$ cat src/rtl/riscv_pkg.sv
// Shared widths and the write-back entry type used by the register-file
// write controller and its pending-write FIFO.
package riscv_pkg;
  localparam int DATA_WIDTH = 32;
  localparam int ADDR_WIDTH = 5;
  localparam int NUM_REGS   = 2 ** ADDR_WIDTH;

  typedef struct packed {
    logic [ADDR_WIDTH-1:0] addr;
    logic [DATA_WIDTH-1:0] data;
  } wb_entry_t;
endpackage

$ cat src/rtl/wb_fifo.sv
// In-order circular buffer of pending register writes; exposes every slot
// with a valid bit so the owner can search it for bypass hits.
module wb_fifo
  import riscv_pkg::*;
#(
  parameter int DEPTH = 4
) (
  input  logic                     clk,
  input  logic                     reset,
  input  logic                     push,
  input  wb_entry_t                push_entry,
  input  logic                     pop,
  output wb_entry_t                head,
  output logic [$clog2(DEPTH):0]   count,
  output logic [$clog2(DEPTH)-1:0] rd_ptr,
  output wb_entry_t                entries [DEPTH],
  output logic [DEPTH-1:0]         valid
);
  localparam int PTR_W = $clog2(DEPTH);

  wb_entry_t          r_mem [DEPTH];
  logic [PTR_W-1:0]   r_wr_ptr;
  logic [PTR_W-1:0]   r_rd_ptr;
  logic [PTR_W:0]     r_count;
  logic [DEPTH-1:0]   r_valid;

  // Payload storage carries no reset; the valid bits gate every use of it.
  always_ff @(posedge clk) begin
    if (push) r_mem[r_wr_ptr] <= push_entry;
  end

  always_ff @(posedge clk) begin
    if (reset) begin
      r_wr_ptr <= '0;
      r_rd_ptr <= '0;
      r_count  <= '0;
      r_valid  <= '0;
    end else begin
      if (push) begin
        r_valid[r_wr_ptr] <= 1'b1;
        r_wr_ptr          <= r_wr_ptr + 1'b1;
      end
      if (pop) begin
        r_valid[r_rd_ptr] <= 1'b0;
        r_rd_ptr          <= r_rd_ptr + 1'b1;
      end
      case ({push, pop})
        2'b10:   r_count <= r_count + 1'b1;
        2'b01:   r_count <= r_count - 1'b1;
        default: r_count <= r_count;
      endcase
    end
  end

  assign head    = r_mem[r_rd_ptr];
  assign count   = r_count;
  assign rd_ptr  = r_rd_ptr;
  assign entries = r_mem;
  assign valid   = r_valid;
endmodule

$ cat src/rtl/regfile_write_controller.sv
// Writer-side front end of the 32-entry register file: accepts write-backs,
// queues them in order, strobes one per cycle, and answers bypass lookups.
module regfile_write_controller
  import riscv_pkg::*;
#(
  parameter int DATA_WIDTH = riscv_pkg::DATA_WIDTH,
  parameter int ADDR_WIDTH = riscv_pkg::ADDR_WIDTH,
  parameter int DEPTH      = 4
) (
  input  logic                         clk,
  input  logic                         reset,
  input  logic                         wb_valid,
  output logic                         wb_ready,
  input  logic [ADDR_WIDTH-1:0]        wb_addr,
  input  logic [DATA_WIDTH-1:0]        wb_data,
  input  logic                         wb_hold,
  output logic [2**ADDR_WIDTH-1:0]     write_enable,
  output logic [DATA_WIDTH-1:0]        write_data,
  input  logic [ADDR_WIDTH-1:0]        lookup_addr0,
  output logic                         lookup_hit0,
  output logic [DATA_WIDTH-1:0]        lookup_data0,
  input  logic [ADDR_WIDTH-1:0]        lookup_addr1,
  output logic                         lookup_hit1,
  output logic [DATA_WIDTH-1:0]        lookup_data1,
  output logic [$clog2(DEPTH):0]       pending_count,
  output logic                         idle
);
  localparam int NREGS = 2 ** ADDR_WIDTH;
  localparam int PTR_W = $clog2(DEPTH);
  localparam int CNT_W = PTR_W + 1;

  wb_entry_t            w_push_entry;
  wb_entry_t            w_head;
  wb_entry_t            w_entries [DEPTH];
  logic [DEPTH-1:0]     w_valid;
  logic [PTR_W-1:0]     w_rd_ptr;
  logic [CNT_W-1:0]     w_count;
  logic                 w_push;
  logic                 w_pop;
  logic [NREGS-1:0]     r_write_enable;
  logic [DATA_WIDTH-1:0] r_write_data;
  logic [DATA_WIDTH:0]  w_byp0;
  logic [DATA_WIDTH:0]  w_byp1;

  function automatic logic [NREGS-1:0] onehot(input logic [ADDR_WIDTH-1:0] a);
    return NREGS'(1) << a;
  endfunction

  // Writes to x0 are accepted and dropped so they never reach the strobe.
  assign wb_ready     = (w_count < CNT_W'(DEPTH));
  assign w_push       = wb_valid && wb_ready && (wb_addr != '0);
  assign w_pop        = (w_count != '0) && !wb_hold;
  assign w_push_entry = '{addr: wb_addr, data: wb_data};

  wb_fifo #(.DEPTH(DEPTH)) u_fifo (
    .clk        (clk),
    .reset      (reset),
    .push       (w_push),
    .push_entry (w_push_entry),
    .pop        (w_pop),
    .head       (w_head),
    .count      (w_count),
    .rd_ptr     (w_rd_ptr),
    .entries    (w_entries),
    .valid      (w_valid)
  );

  always_ff @(posedge clk) begin
    if (reset) begin
      r_write_enable <= '0;
      r_write_data   <= '0;
    end else if (w_pop) begin
      r_write_enable <= onehot(w_head.addr);
      r_write_data   <= w_head.data;
    end else begin
      r_write_enable <= '0;
    end
  end

  // Scan oldest to youngest so the youngest match wins; the staging
  // register is older than anything still in the FIFO.
  function automatic logic [DATA_WIDTH:0] bypass(input logic [ADDR_WIDTH-1:0] a);
    logic [DATA_WIDTH:0] res;
    logic [PTR_W-1:0]    idx;
    res = '0;
    if (a != '0) begin
      if (r_write_enable[a]) res = {1'b1, r_write_data};
      for (int i = 0; i < DEPTH; i++) begin
        idx = w_rd_ptr + PTR_W'(i);
        if (w_valid[idx] && (w_entries[idx].addr == a)) res = {1'b1, w_entries[idx].data};
      end
    end
    return res;
  endfunction

  always_comb begin
    w_byp0 = bypass(lookup_addr0);
    w_byp1 = bypass(lookup_addr1);
  end

  assign lookup_hit0   = w_byp0[DATA_WIDTH];
  assign lookup_data0  = w_byp0[DATA_WIDTH-1:0];
  assign lookup_hit1   = w_byp1[DATA_WIDTH];
  assign lookup_data1  = w_byp1[DATA_WIDTH-1:0];
  assign write_enable  = r_write_enable;
  assign write_data    = r_write_data;
  assign pending_count = w_count;
  assign idle          = (w_count == '0) && (r_write_enable == '0);
endmodule

$ cat config.mk
export PLATFORM = sky130hd
export DESIGN_NAME = regfile_write_controller
export DESIGN_NICKNAME = d
export VERILOG_FILES = /design/src/rtl/riscv_pkg.sv /design/src/rtl/wb_fifo.sv /design/src/rtl/regfile_write_controller.sv
export SDC_FILE = /design/constraint.sdc
export NUM_CORES = 1
export LEC_CHECK = 0
export ABC_CLOCK_PERIOD_IN_PS = 3400
export BUFFER_PORTS_ARGS = -buffer_cell sky130_fd_sc_hd__buf_2
export CAP_MARGIN = 10
export CORE_MARGIN = 2
export CORE_UTILIZATION = 49
export CTS_CLUSTER_DIAMETER = 30
export DETAILED_ROUTE_END_ITERATION = 10
export PLACE_DENSITY = 0.76
export SYNTH_ARGS = -nofsm -noshare
export SYNTH_HDL_FRONTEND = slang
export SYNTH_HIERARCHICAL = 1
export SYNTH_SLANG_ARGS = --single-unit
export TNS_END_PERCENT = 30
$ cat constraint.sdc
create_clock -name clk -period 3.4 [get_ports clk]
set_input_delay 0.51 -clock clk [delete_from_list [all_inputs] [get_ports clk]]
set_output_delay 0.51 -clock clk [all_outputs]
set_load 0.1 [all_outputs]
==> Word level (Yosys, flattened, before mapping) <==
Cells that the tools add are included.
{ "op_classes": {"n_reduce_logical": 24, "n_addsub": 6, "bitwise_logic": 9, "shifts": 1, "eq_ne": 10, "magnitude_cmp": 16, "muxes": 47} }
{ "ops": {"columns": ["cell", "n"], "rows": [
  ["33-bit two-way mux", 12],
  ["37-bit two-way mux", 9],
  ["37-bit binary-select mux with 2-bit select", 4],
  ["148-bit bitwise mux", 1],
  ["37-bit demux with 2-bit select", 1],
  ["5-bit == test", 8],
  ["32-bit logical NOT", 1],
  ["1-bit by 5-bit << shifter with 32-bit output (first input constant)", 1],
  ["3-bit greater-or-equal comparator (second input constant)", 5],
  ["1-bit logical AND", 15],
  ["2-bit by 3-bit less-than comparator with 1-bit output (second input constant)", 5],
  ["2-bit NOT with 3-bit output", 5],
  ["5-bit nonzero test", 3],
  ["5-bit by 6-bit less-than comparator with 1-bit output (second input constant)", 2],
  ["4-bit two-way mux", 3],
  ["1-bit binary-select mux with 5-bit select", 2],
  ["1-bit binary-select mux with 2-bit select", 4],
  ["1-bit two-way mux", 8],
  ["3-bit case mux with 2 select lines", 1],
  ["2-bit by 1-bit adder with 2-bit output (second input constant)", 2],
  ["2-bit adder (second input constant)", 2],
  ["4-bit bitwise AND", 1],
  ["1-bit demux with 2-bit select", 2],
  ["2-bit by 1-bit greater-or-equal comparator with 1-bit output (second input constant)", 2],
  ["other kinds (14)", 14]
]} }
{ "word_totals": {"out_inout_bits": 135, "elab_cells": 127, "reg_bits": 223, "input_bits": 51} }

==> Depth between registers and ports, before layout <==
{ "depth": {"word_depth": 11, "ltp_mapped": 13, "depth_no_buf": 9} }

==> Modules after synthesis <==
The synthesis kept the hierarchy.
{ "modules_own_cells": {"columns": ["mod", "instances", "area_per_inst_um2", "seq_area_each_um2", "cells_per_inst"], "rows": [
  ["regfile_write_controller", 1, 9793.1, 1281.2, 1260],
  ["wb_fifo", 1, 5900.7, 4664.5, 253]
]} }

==> Least setup slack after synthesis <==
No wires, ideal clock.
{ "synth_timing": {"kind": "register -> output", "from": "reg r_write_enable[19], in the netlist write_enable[19]", "to": "out lookup_data0[13]", "path_stages_with_launch": 9, "path_buffers": 1, "required_time_ps": 2890, "arrival_ps": 4636, "path_slack_ps": -1746, "path_cell_list": "dfxtp_1 > mux4_2 > o22ai_1 > a2111oi_0 > nor4_1 > nor2_1 > buf_6 > a221oi_1 > o21ai_0"} }
{ "synth_via": {"elab_chain_len": 8} }
{ "synth_lines": {"columns": ["item", "line", "rtl"], "rows": [
  ["from (decl)", "regfile_write_controller.sv:40", "logic [NREGS-1:0] r_write_enable;"],
  ["from (signal assigned)", "regfile_write_controller.sv:73", "r_write_enable <= onehot(w_head.addr);"],
  ["1-bit binary-select mux with 5-bit select", "regfile_write_controller.sv:87", "if (r_write_enable[a]) res = {1'b1, r_write_data};"],
  ["1-bit two-way mux (implied by the code)", "regfile_write_controller.sv:87", null],
  ["33-bit two-way mux", "regfile_write_controller.sv:87", null],
  ["33-bit two-way mux (4 in a row)", "regfile_write_controller.sv:90", "if (w_valid[idx] && (w_entries[idx].addr == a)) res = {1'b1, w_entries[idx].data};"],
  ["33-bit two-way mux", "regfile_write_controller.sv:86", "if (a != '0) begin"],
  ["to (decl)", "regfile_write_controller.sv:21", "output logic [DATA_WIDTH-1:0] lookup_data0,"]
]} }
Every way passes these cells. The select of a mux whose other input is x is not followed.

==> Worst setup path after layout <==
{ "layout_timing": {"from": "reg u_fifo.r_rd_ptr[0], in the netlist u_fifo/rd_ptr[0]", "to": "out lookup_data1[19]"} }
{ "layout_via": {"elab_chain_len": 11, "word_cells_on_any_way": 40, "classes_between": "add/sub: 3; eq/ne: 4; mux: 25; bitwise: 4; reduce/logical: 4"} }
{ "layout_lines": {"columns": ["item", "line", "rtl"], "rows": [
  ["from (decl)", "wb_fifo.sv:23", "logic [PTR_W-1:0] r_rd_ptr;"],
  ["from (signal assigned)", "wb_fifo.sv:45", "r_rd_ptr <= r_rd_ptr + 1'b1;"],
  ["2-bit by 1-bit adder with 2-bit output / 2-bit NOT with 3-bit output (equally long branches)", "regfile_write_controller.sv:89, regfile_write_controller.sv:90", null],
  ["2-bit NOT with 3-bit output (implied by the code) / 37-bit binary-select mux with 2-bit select (equally long branches)", "regfile_write_controller.sv:90", null],
  ["37-bit binary-select mux with 2-bit select / 37-bit two-way mux (equally long branches)", "regfile_write_controller.sv:90", null],
  ["37-bit two-way mux (implied by the code)", "regfile_write_controller.sv:90", null],
  ["37-bit two-way mux (implied by the code) / 5-bit == test (equally long branches)", "regfile_write_controller.sv:90", null],
  ["5-bit == test / 1-bit logical AND (equally long branches)", "regfile_write_controller.sv:90", null],
  ["1-bit logical AND / 33-bit two-way mux (equally long branches)", "regfile_write_controller.sv:90", null],
  ["33-bit two-way mux (2 in a row)", "regfile_write_controller.sv:90", null],
  ["33-bit two-way mux *", "regfile_write_controller.sv:90", null],
  ["33-bit two-way mux *", "regfile_write_controller.sv:86", null],
  ["to (decl)", "regfile_write_controller.sv:24", "output logic [DATA_WIDTH-1:0] lookup_data1,"]
]} }
Mark *: on every way between the ends. The rest lies on a longest branch, timed or not. The select of a mux whose other input is x is not followed.

==> impl_metrics.ini <==
[die]
die-area_mm2 = 0.03348
coreArea_mm2 = 0.03156
die_h_um = 183.0
rows = 65
start_util_pct = 49.73
ioPinCount = 186
die_w_um = 183.0

[logic_synthesis]
synthTopCellsByArea = edfxtp_1 (28%), mux4_2 (13%), dfxtp_1 (9.6%)
synth_top_family_by_area = multiplexers
syn_area_mm2 = 0.01569
yosys_register_bits = 223
yosysWarnings = 6
avgSynthCellArea_um2 = 10.37
synthAdderAreaFrac_pct = 0.8451
synth_top_area_share_pct = 28.32
ys_types = 62
async_flop_share_pct = 0
synth-edff-count = 148
synthSimpleGateAreaFrac_pct = 12.10
seq_area_frac_synth_pct = 37.89
yosysTopAreaCell = edfxtp_1
synthesis.nets = 1574
syn_inst = 1513
synth_mux_area_share_pct = 26.36
synthFlopType = edfxtp_1
synth_xor_area_share_pct = 2.456
synth-compound-area-share_pct = 14.75

[grt]
grt_max_degree = 94
first_global_vias = 14782
grt_pass1_wl_um = 83120
grt_util_all_layers_pct = 31.95
overflow = 0
antenna_found_initial = 3

[setup_path]
slowest_delay_ns = 0.56
reg2regPathDepth = 7
cp_top_family = buffers and inverters
worstPathRequired_ns = 2.89
worstSetupStartpointType = flip-flop
end_kind = output port
cp_cell_sequence = buf_6, buf_6, mux4_2, xor2_1, nor4_2, and3_4, buf_8, buf_12, buf_12, mux2i_1, a31oi_1, o21ai_2, buf_12
timing.critical_path.mode_cell = buf_12
crit_buf_inv = 6
r2r_slack_ns = 0.91
cp_max_fo = 6
arrival_ns = 3.58
crit_type = reg2out
slowest_stage = mux4_2
r2r-end = write_enable[14]
rr_startpoint = u_fifo/rd_ptr[0]

[route]
wl_per_cell_um = 24.85
ant_nets = 0
drc = 0
dr.pass1.iters = 6
drtIter0Drc = 1741
viasPerCell = 6.694
totalWireLength_um = 55380
num_vias = 14922

[timing]
finalHoldViolations = 0
slew_violations = 0
fmax_ghz = 0.2442
tns_ns = -37.23
worst_slack_ns = -0.6943
skew_ns = 0.01920
post-route-period-util_pct = 120.4
tightestPinTransition_ns = 1.049
slew_headroom_pct = 30.08
rsz0062_at_grt = yes
min_period_ns = 4.094
setup_viol = 66
whs_ns = 0.1606

[place]
io_buffers = 185
post-place-cells = 2084
place_area_mm2 = 0.01890
dp_hpwl_um = 33050
pre_cts_slack_ns = -0.5455
place.gp.congestion = 0.9126

[status]
violations = setup timing
status = finished with violations

[power]
ir_worst_vdd_uv = 585.2
sw_frac_of_total_pct = 44.08
power_density_mw_per_mm2 = 799.0
seq_power_share_pct = 21.2
p_leak_nw = 7.620
p_switching_mw = 7.629
fin_total_pwr_mw = 17.31
clkPwrFrac_pct = 30.1
intPower_mw = 9.679
power.share.combinational_pct = 48.6

[clock_network]
cts_root_buf = clkbuf_16
cts_tree = yes
cts_hold_buf = 0
clock_path_buffers = 3
clkTransAtPathRegs_ns = 0.05
clock_sinks = 223
htreeDepth = 2
cts_inserted_buffers = 53
clkLatencyLatePin_ns = 0.56

[finish]
fin_cells = 2229
fin_util_pct = 68.64
final_area_mm2 = 0.02166
drive_gt1_share_pct = 43.37
num-fill-cells = 2163
synthToLayoutAreaGrowth_pct = 38.02
nets = 1842

[worst_hold_path]
hp-start = wb_data[22]
hold_path_class = in2reg
holdPathEnd = u_fifo/entries[96]
hold_depth = 1

[run]
maxCapViolCount = 0
cells in the final DEF (no fill, tap or decap), drive strengths merged, types with 5 or more instances in the layout:
| cell type | Yosys | layout |
|---|---|---|
| xnor2 | 31 | 31 |
| a21oi | 43 | 43 |
| mux4 | 98 | 98 |
| nand4 | 7 | 7 |
| o21ai | 124 | 124 |
| clkinv | 0 | 16 |
| nand3 | 15 | 15 |
| o22ai | 8 | 8 |
| o211ai | 30 | 30 |
| edfxtp | 148 | 148 |
| mux2 | 70 | 70 |
| nand2b | 6 | 6 |
| o221ai | 6 | 6 |
| nor4 | 11 | 11 |
| nor2 | 143 | 146 |
| nand2 | 238 | 238 |
| dfxtp | 75 | 75 |
| a31oi | 31 | 31 |
| xor2 | 13 | 13 |
| inv | 15 | 23 |
| clkbuf | 67 | 63 |
| buf | 70 | 348 |
| nor3 | 9 | 9 |
| bufinv | 0 | 6 |
| ha | 9 | 9 |
| clkinvlp | 0 | 9 |
| nor2b | 5 | 5 |
| o22a | 59 | 59 |
| mux2i | 111 | 111 |
| a221oi | 31 | 31 |
kinds of logic after synthesis:
logic type                 Yosys count
adders and majority gates           10
xor gates and xnor gates            44
AOI/OAI and AO/OA                  348
and+or+nand+nor                    454
muxes                              279
buffers and inverters              155
DFF                                223
cell usage after synthesis, types with 7 or more instances:
cell / number
nand2_1: 238
edfxtp_1: 148
nor2_1: 143
mux2i_1: 111
o21ai_0: 107
mux4_2: 90
dfxtp_1: 75
mux2_2: 70
clkbuf_1: 57
o22a_1: 56
a21oi_1: 42
a31oi_1: 31
xnor2_1: 31
o211ai_1: 30
buf_2: 28
a221oi_1: 26
buf_1: 18
buf_6: 17
o21ai_1: 17
nand3_1: 15
inv_1: 13
xor2_1: 13
nor4_1: 10
ha_1: 9
clkbuf_8: 8
mux4_1: 8
o22ai_1: 8
nand4_1: 7
nor3_1: 7
how the worst max path moves through the flow:
stage,start,endpoint,slack [ns],depth (start not counted)
after floorplan,u_fifo/rd_ptr[0],lookup_hit0,-0.47,9
after global placement,lookup_addr0[0],lookup_data0[22],-0.47,11
after detailed placement,lookup_addr0[0],lookup_data0[22],-0.55,11
after CTS,u_fifo/rd_ptr[0],lookup_data1[26],-0.65,13
after global routing,u_fifo/rd_ptr[0],lookup_data1[19],-0.77,13
final,u_fifo/rd_ptr[0],lookup_data1[19],-0.69,13
power groups by stage:
stage | registers, mW | logic [mW] | clock network (mW)
global placement | 3.68 | 7.71 | 0
finish | 3.68 | 8.42 | 5.21
CTS | 3.65 | 8.09 | 5.22
floorplan | 4.49 | 4.96 | 0
global route | 3.71 | 8.80 | 5.38
detailed placement | 3.72 | 7.83 | 0
routing by layer:
metal | share of wire [%] | vias up | GRT usage, %
met5 | 0.025 | - | 0
met4 | 5.9 | 2 | 17.22
met3 | 13 | 317 | 8.697
met2 | 45 | 1193 | 50.62
met1 | 36 | 7112 | 39.97
li1 | - | 6298 | -
flip-flops by register name, indices dropped and copies added (netlist names):
register         count
write_data          32
u_fifo/rd_ptr        2
u_fifo/r_wr_ptr      2
u_fifo/valid         4
u_fifo/entries     148
u_fifo/count         3
write_enable        32
layout make-up:
cell class | count | area [um^2] | area share (%)
multi-input combinational | 1138 | 9681 | 44.69
sequential | 223 | 5992 | 27.66
timing repair buffer | 350 | 3562 | 16.45
clock buffer | 61 | 1418 | 6.545
tap | 402 | 503.0 | 2.322
clock inverter | 39 | 446.7 | 2.062
inverter | 15 | 56.30 | 0.2599
antenna | 1 | 2.502 | 0.01155
what timing repair did:
| item | 4_1_cts | 5_1_grt |
|---|---|---|
| gates cloned | 3 | 2 |
| pin swaps | 19 | 14 |
| gates resized for setup | 35 | 52 |
| buffers inserted | 29 | 11 |
| endpoints found under the setup margin | 66 | 66 |
Note: power is estimated with default switching activity, not from simulation.
